$ cat src/rtl/dmem_pkg.sv
// Shared types and helpers for the data-memory responder.
// Optional feature macro used by the top: DMEM_TIMEOUT_EN.
package dmem_pkg;

  typedef enum logic [1:0] {
    IDLE = 2'd0,
    REQ  = 2'd1,
    DONE = 2'd2
  } dmem_state_t;

  // Read data substituted when an I/O access is aborted.
  localparam logic [63:0] IO_ABORT_WORD = '1;

  // Width of the offset into the I/O window above io_base.
  function automatic int io_addr_bits(input int addr_width, input int base);
    int span;
    span = (1 << addr_width) - base;
    return (span > 1) ? $clog2(span) : 1;
  endfunction

endpackage

$ cat src/rtl/dmem_ram.sv
// Single-port synchronous RAM, read-first, with a resettable output register.
module dmem_ram #(
  parameter int width = 16,
  parameter int depth = 240,
  localparam int aw = (depth > 1) ? $clog2(depth) : 1
) (
  input  logic             clk,
  input  logic             reset,
  input  logic             en,
  input  logic             we,
  input  logic             re,
  input  logic [aw-1:0]    addr,
  input  logic [width-1:0] wdata,
  output logic [width-1:0] rdata
);

  logic [width-1:0] mem [depth];

  always_ff @(posedge clk) begin
    if (en && we) begin
      mem[addr] <= wdata;
    end
  end

  // Separate read register: sees the old word on a same-edge write.
  always_ff @(posedge clk) begin
    if (reset) begin
      rdata <= '0;
    end else if (en && re) begin
      rdata <= mem[addr];
    end
  end

endmodule

$ cat src/rtl/dmem_responder.sv
// Data-port target: RAM below io_base, stalling req/ack peripheral port above it.
// Optional macro DMEM_TIMEOUT_EN adds an I/O abort timer and timeout_flag.
module dmem_responder
  import dmem_pkg::*;
#(
  parameter int width       = 16,
  parameter int daddr_width = 8,
  parameter int io_base     = 'hF0
`ifdef DMEM_TIMEOUT_EN
  , parameter int timeout   = 64
`endif
) (
  input  logic                                          clk,
  input  logic                                          reset,
  input  logic [daddr_width-1:0]                        daddr,
  input  logic                                          dwrite,
  input  logic                                          mem_read,
  input  logic [width-1:0]                              dD,
  output logic [width-1:0]                              dQ,
  output logic                                          wait_state,
  output logic                                          io_req,
  output logic                                          io_we,
  output logic [io_addr_bits(daddr_width, io_base)-1:0] io_addr,
  output logic [width-1:0]                              io_wdata,
  input  logic [width-1:0]                              io_rdata,
  input  logic                                          io_ack
`ifdef DMEM_TIMEOUT_EN
  , output logic                                        timeout_flag
`endif
);

  localparam int io_aw  = io_addr_bits(daddr_width, io_base);
  localparam int ram_aw = (io_base > 1) ? $clog2(io_base) : 1;
  localparam logic [daddr_width-1:0] io_base_a = daddr_width'(io_base);

  dmem_state_t state_reg, state_next;

  logic             io_sel, access, io_start, ram_accept, expire;
  logic             src_io_reg, io_we_reg;
  logic [io_aw-1:0] io_addr_reg;
  logic [width-1:0] io_wdata_reg, io_rdata_reg, ram_q;

  assign io_sel     = (daddr >= io_base_a);
  assign access     = dwrite | mem_read;
  assign io_start   = (state_reg == IDLE) && access && io_sel;
  assign ram_accept = (state_reg == IDLE) && access && !io_sel;

  dmem_ram #(
    .width (width),
    .depth (io_base)
  ) u_ram (
    .clk   (clk),
    .reset (reset),
    .en    (ram_accept),
    .we    (dwrite),
    .re    (mem_read),
    .addr  (daddr[ram_aw-1:0]),
    .wdata (dD),
    .rdata (ram_q)
  );

  always_comb begin
    state_next = state_reg;
    wait_state = 1'b0;
    io_req     = 1'b0;
    unique case (state_reg)
      IDLE: begin
        if (io_start) begin
          wait_state = 1'b1;
          state_next = REQ;
        end
      end
      REQ: begin
        io_req     = 1'b1;
        wait_state = 1'b1;
        if (io_ack || expire) begin
          state_next = DONE;
        end
      end
      DONE:    state_next = IDLE;
      default: state_next = IDLE;
    endcase
    // The CPU must never be held while the responder is being reset.
    if (reset) begin
      wait_state = 1'b0;
    end
  end

  always_ff @(posedge clk) begin
    if (reset) begin
      state_reg    <= IDLE;
      src_io_reg   <= 1'b0;
      io_we_reg    <= 1'b0;
      io_addr_reg  <= '0;
      io_wdata_reg <= '0;
      io_rdata_reg <= '0;
    end else begin
      state_reg <= state_next;
      if (io_start) begin
        io_we_reg    <= dwrite;
        io_addr_reg  <= io_aw'(daddr - io_base_a);
        io_wdata_reg <= dD;
      end
      if ((state_reg == REQ) && io_ack && !io_we_reg) begin
        io_rdata_reg <= io_rdata;
      end else if (expire) begin
        io_rdata_reg <= IO_ABORT_WORD[width-1:0];
      end
      // DONE is the edge where the CPU consumes the I/O access.
      if (state_reg == DONE) begin
        src_io_reg <= 1'b1;
      end else if (ram_accept) begin
        src_io_reg <= 1'b0;
      end
    end
  end

`ifdef DMEM_TIMEOUT_EN
  localparam int cnt_w = $clog2(timeout) + 1;
  localparam logic [cnt_w-1:0] cnt_last = cnt_w'(timeout - 1);

  logic [cnt_w-1:0] cnt_reg;
  logic             flag_reg;

  // An ack on the expiry cycle takes precedence over the abort.
  assign expire       = (state_reg == REQ) && !io_ack && (cnt_reg == cnt_last);
  assign timeout_flag = flag_reg;

  always_ff @(posedge clk) begin
    if (reset) begin
      cnt_reg  <= '0;
      flag_reg <= 1'b0;
    end else begin
      if (io_start) begin
        cnt_reg <= '0;
      end else if (state_reg == REQ) begin
        cnt_reg <= cnt_reg + cnt_w'(1);
      end
      if (expire) begin
        flag_reg <= 1'b1;
      end
    end
  end
`else
  assign expire = 1'b0;
`endif

  assign dQ       = src_io_reg ? io_rdata_reg : ram_q;
  assign io_we    = io_we_reg;
  assign io_addr  = io_addr_reg;
  assign io_wdata = io_wdata_reg;

endmodule

$ cat config.mk
export PLATFORM = sky130hd
export DESIGN_NAME = dmem_responder
export DESIGN_NICKNAME = d
export VERILOG_FILES = /design/src/rtl/dmem_pkg.sv /design/src/rtl/dmem_ram.sv /design/src/rtl/dmem_responder.sv
export SDC_FILE = /design/constraint.sdc
export NUM_CORES = 2
export LEC_CHECK = 0
export BUFFER_PORTS_ARGS = -buffer_cell sky130_fd_sc_hd__buf_2
export CAP_MARGIN = 10
export CORE_UTILIZATION = 40
export CTS_BUF_LIST = sky130_fd_sc_hd__clkbuf_2
export DETAILED_ROUTE_END_ITERATION = 8
export PLACE_DENSITY = 0.52
export RECOVER_POWER = 25
export SYNTH_ARGS = -nofsm -noshare
export SYNTH_HDL_FRONTEND = slang
export SYNTH_SLANG_ARGS = --single-unit
$ cat constraint.sdc
create_clock -name clk -period 4.7 [get_ports clk]
set_clock_uncertainty 0.2 [all_clocks]
set_input_delay 0.235 -clock clk [delete_from_list [all_inputs] [get_ports clk]]
set_output_delay 0.235 -clock clk [all_outputs]
set_load 0.01 [all_outputs]
Word-level counts from Yosys, hierarchy flattened
Memories as Yosys holds them, arrays and structs flattened. A register that Yosys moved wholly into a read port is not among the register bits. Cells that the tools add are included.

Equality and inequality tests: 4. Reduce and logical (&&, ||, !) cells: 12. Mux-type cells: 12. Magnitude comparators: 1. Add/subtract/negate cells: 1. Bitwise operators: 1.

Operators with widths (number): 16-bit 2-to-1 mux (1); 8-bit greater-or-equal comparator (second input constant) (1); 1-bit logical AND (7); 1-bit 2-to-1 mux (7); 2-bit 2-to-1 mux (2); 2-bit != test (second input constant) (2); 2-bit case mux with 2 select lines (1); 4-bit by 1-bit subtractor with 4-bit output (second input constant) (1); 2-bit by 1-bit == test with 1-bit output (second input constant) (1); 2-bit == test (second input constant) (1); 1-bit logical NOT (2); 2-bit logical NOT (1); 1-bit case mux with 2 select lines (1); 2-bit AND reduction (1); 2-bit nonzero test (1); 1-bit OR (1).

Bits of input ports: 45. Memories kept: 1. Logic and storage cells: 38. Bits in writable memories: 3840. Register bits after elaboration: 40.

Memories: u_ram.mem (depth 240, width 16, rd ports 1, clocked after Yosys merged registers in 1, wr ports 1, RTL line dmem_ram.sv:17) `logic [width-1:0] mem [depth];`.

Longest topological paths before layout
Word-level depth: 6. Gate-level depth with buffers: 14. Mapped depth without buffers: 7.

Hierarchy
From an unflattened synthesis, not the netlist that was laid out.

Cell total of the unflattened synthesis: 7008. Area, all modules: 149857.5 um^2.

By module, submodules not included: dmem_ram (area an instance 147993.2 um^2, times used 1, cells an instance 6811, sequential area each 115630.9 um^2); dmem_responder (area an instance 1864.3 um^2, times used 1, cells an instance 197, sequential area each 800.8 um^2).

Worst setup path after synthesis
Ideal clock, no wire load.

Path type: input port to flip-flop. From: input port daddr[0]. To: memory u_ram.mem[112][0], enable pin. Slack: 1.324 ns. Buffers on the path: 8. Arrival: 2.787 ns. Setup time: 0.389 ns. Cell stages on the path: 11. Cells stage by stage: buf_6 > buf_12 > buf_6 > buf_6 > buf_4 > buf_4 > buf_2 > nor3_1 > nand2_1 > clkbuf_1 > nor2_1.

Cells in the longest elaborated chain, start to end: 6.

Ends and longest elaborated chain: start, declared (RTL line dmem_responder.sv:15) `input logic [daddr_width-1:0] daddr,`; 8-bit greater-or-equal comparator (RTL line dmem_responder.sv:43) `assign io_sel = (daddr >= io_base_a);`; 1-bit logical NOT (RTL line dmem_responder.sv:46) `assign ram_accept = (state_reg == IDLE) && access && !io_sel;`; 1-bit logical AND (RTL line dmem_responder.sv:46); 1-bit logical AND (RTL line dmem_ram.sv:20) `if (en && we) begin`; 1-bit 2-to-1 mux (RTL line dmem_ram.sv:20); 1-bit 2-to-1 mux (not written as such) (RTL line dmem_ram.sv:21) `mem[addr] <= wdata;`; end, declared (RTL line dmem_ram.sv:17).

Several ways; a longest one is shown, not always the timed one.

Worst setup path in the final report
From: input port daddr[4]. To: memory u_ram.mem[80][2], enable pin.

The elaborated chain is that of the path after synthesis.

==> summary.txt <==
Synthesis
  • Post-synth top area share: 76.8%
  • Post-synth EDFFs: ~3,800
  • Yosys reg bits: between 3,000 and 4,000
  • Register area share after synthesis: 77.5%
  • Top_reg_cell synth: edfxtp_1
  • Synthesized Nets: around 6,900
  • Yosys cell types: 71
  • Mapped Area: between 0.15 and 0.2 mm2
  • Synth warn: 0
  • Post-synth top area cell: edfxtp_1
  • Dominant cells by area after synthesis: edfxtp_1 (77%), mux4_2 (14%), mux2i_1 (1.7%), nor2_1 (0.79%), dfxtp_1 (0.75%)
  • Mapped Cells: 6,829
  • Syn Area/Cell: 22.0 um2
  • Share of flip-flops with an asynchronous set or reset after synthesis: 0%

GRT
  • First-pass GRT wire length: 659,000 um
  • Met3 Track Usage GR: under 10%
  • Initial antenna violation count: 30
  • Met2 usage: 38.6%
  • Met1 Use GR: between 30% and 40%
  • Global route overflow: 0
  • Overall Global Routing Usage: 25.1%
  • Vias in the first global route: about 82,000
  • Largest net degree at the start of global routing: 144
  • Top Usage Layer GRT: met2

Cells and area
  • Seq. cell area: 0.116 mm2
  • Area grow syn2layout: 14.8%
  • Nets@finish: around 8,400
  • Layout cells sized above 1: 37.6%
  • Max FFs per register: approximately 3,800
  • Post-Route Utilization: 46.2%
  • Filler Cells Inserted: 31,900
  • Cell Count, Final, Fillers Out: 14,100
  • Fin area: 0.172 mm2
  • Most flops, register: u_ram.mem
  • Multi-input logic area: ~0.032 mm2

Power and ir drop
  • Power Density: 378 mW/mm2
  • Pleak: 0.0562 uW
  • Total chip power: 65,100 uW
  • Max VDD drop: 0.000245 V

Hold path
  • HP Class: in2reg
  • Cells on Worst Hold Path: 9
  • Worst min-delay path endpoint: u_ram.rdata[13]
  • Hold Startpoint: daddr[0]

Floorplan
  • I/O pin count: 84
  • Starting density of the core: between 40% and 50%
  • Std-Cell Rows: 224
  • Die W: 615 um
  • Core Region: roughly 0.37 mm2
  • Die height: between 600 and 700 um
  • Full die area: 0.378 mm2

Route
  • Initial DRC count: 10,400
  • Initial DRT Pass Iterations: 9
  • Routed len/inst: 34.3 um
  • Via count: 81,500
  • Routed Antenna Nets: 0
  • Avg Vias per Cell: 5.78
  • DRT Wirelength: between 400,000 and 500,000 um
  • Drc violations: 0

Status
  • Violated checks: capacitance limit, slew limit
  • Status: complete, but fails checks

Worst setup path
  • Endpoint class of the critical path: flip-flop
  • FF-to-FF End: u_ram.mem[80][2]
  • Worst-path fanout max: 28
  • Arrival time at the worst endpoint: 6.28 ns
  • R2r startpoint: state_reg[1]
  • Kind of critical path: in2reg
  • Register-to-register setup slack: approximately 0.22 ns
  • Reg2reg path depth: 7
  • Worst setup SP type: input port
  • CP required: 6.30 ns

Clock network
  • Clock buffer depth: 4
  • Root Buffer: clkbuf_2
  • H-tree depth: 6
  • CTS tree: yes
  • Clock-pin slew on the worst setup and hold paths: 0.12 ns
  • Worst skew pair latency: around 2.2 ns
  • Total CTS buffers: 955
  • Clock sinks: 3,896

STA
  • Worst-margin pin slew: 3.99 ns
  • Final Hold Viols: 0
  • Max Clock Freq: ~0.21 GHz
  • Setup-failing EPs final: 0
  • Slew Viols, Final: 1,854
  • Setup repair after global routing missed its margin: no
  • Post-route minimum period: about 4.7 ns
  • Hold slack: 0.0867 ns
  • Tcrit/Tclk final: ~100%
  • Max-slew headroom: -166%

Place
  • Final HPWL DP: 298,000 um
  • GP Congestion: ~0.95
  • Inst Count DP: 12,100
  • Placed Area: about 0.16 mm2
  • PortBufs: 83

Run
  • MaxCap Viol Count: 19
[critical path, stage by stage]
cell,delay [ns]
dlygate4sd3_1,0.54
dlygate4sd3_1,0.55
dlygate4sd3_1,0.56
buf_4,0.15
dlygate4sd3_1,0.65
buf_12,0.20
and4_1,0.19
nor3_1,0.46
nand2_1,0.18
nor3_1,0.51
dlygate4sd3_1,0.67
nand2_2,0.13
buf_4,0.34
nor2_2,0.86
[stage by stage]
stage	worst slack [ns]	TNS, ns
floorplan	1.32	0
global placement	-0.0502	-0.0502
detailed placement	-0.0524	-0.0524
CTS	0.0118	0
global route	0.0281	0
finish	0.0155	0
[power breakdown]
part           switching, uW  leakage [uW]  internal [uW]  total [uW]
clock                  14000       0.00651           8600       22600
combinational           2730        0.0147           1460        4190
sequential              79.8        0.0350          38200       38300
total                  16800        0.0562          48300       65100
[worst max-delay path by stage]
stage / start / to / slack [ns] / cells after the start
after floorplan: daddr[0] / u_ram.mem[112][0] / 1.32 / 11
after global placement: daddr[0] / u_ram.rdata[1] / -0.05 / 10
after detailed placement: daddr[0] / u_ram.rdata[1] / -0.05 / 10
after CTS: src_io_reg / dQ[0] / 0.01 / 2
after global routing: dD[2] / u_ram.mem[193][2] / 0.03 / 7
final: daddr[4] / u_ram.mem[80][2] / 0.02 / 14
[cells in the mapped netlist (all sizes together), types with 11 or more instances]
library cell / instances
mux2: 56
a211oi: 30
o221ai: 15
a22o: 17
and3: 12
nor2: 316
nand2: 210
buf: 280
a22oi: 112
nor3: 39
a21oi: 120
a31oi: 21
nor2b: 27
a32oi: 12
nand2b: 11
mux2i: 251
edfxtp: 3840
o22ai: 31
clkbuf: 125
a221oi: 28
nand4: 16
o21ai: 55
dfxtp: 56
nand3: 69
mux4: 950
[cell families (layout without fill, tap and decap cells)]
group,Yosys count,after routing,share of synthesized area [%]
AO/OA/AOI/OAI,513,513,2.34
buffers and inverters,411,2695,1.56
flip-flops,3896,3896,77.5
multiplexers,1257,1257,16.3
other,0,18,0
AND/OR/NAND/NOR,752,752,2.23
[layer usage]
metal	vias to the layer above	wire length, um
li1	32600	-
met1	43700	196000
met3	838	43900
met5	-	149
met2	4303	224000
met4	22	19300
[final cells by class]
cell class              instances  area share [%]
diodes                         18          0.0261
clock buffers                1347            3.91
well taps                    4972            3.61
repair buffers                998            5.17
inverters                       6          0.0240
clock inverters               344            1.14
flip-flops and latches       3896            67.5
multi-input cells            2522            18.6
[what timing repair did]
item                                    in CTS  in global routing
hold buffers                               247                  1
endpoints found under the setup margin       1                  3
cloned                                       1                  3
gates resized for setup                      4                  2
buffers inserted                             2                  1
pin swaps                                    1                  0
hold endpoints to repair                  7736                  1
[cells in the final DEF (no fill, tap or decap), types with 62 or more instances in the layout]
cell	instances
buf_4	580
edfxtp_1	3840
a21oi_1	120
clkinv_1	244
nor2_1	129
nor2_2	183
nand2_1	194
mux4_2	950
nand3_1	69
buf_12	76
mux2i_1	251
a22oi_1	112
dlygate4sd3_1	222
buf_2	62
clkbuf_2	1362
No activity file was read; power rests on OpenSTA's default activity.
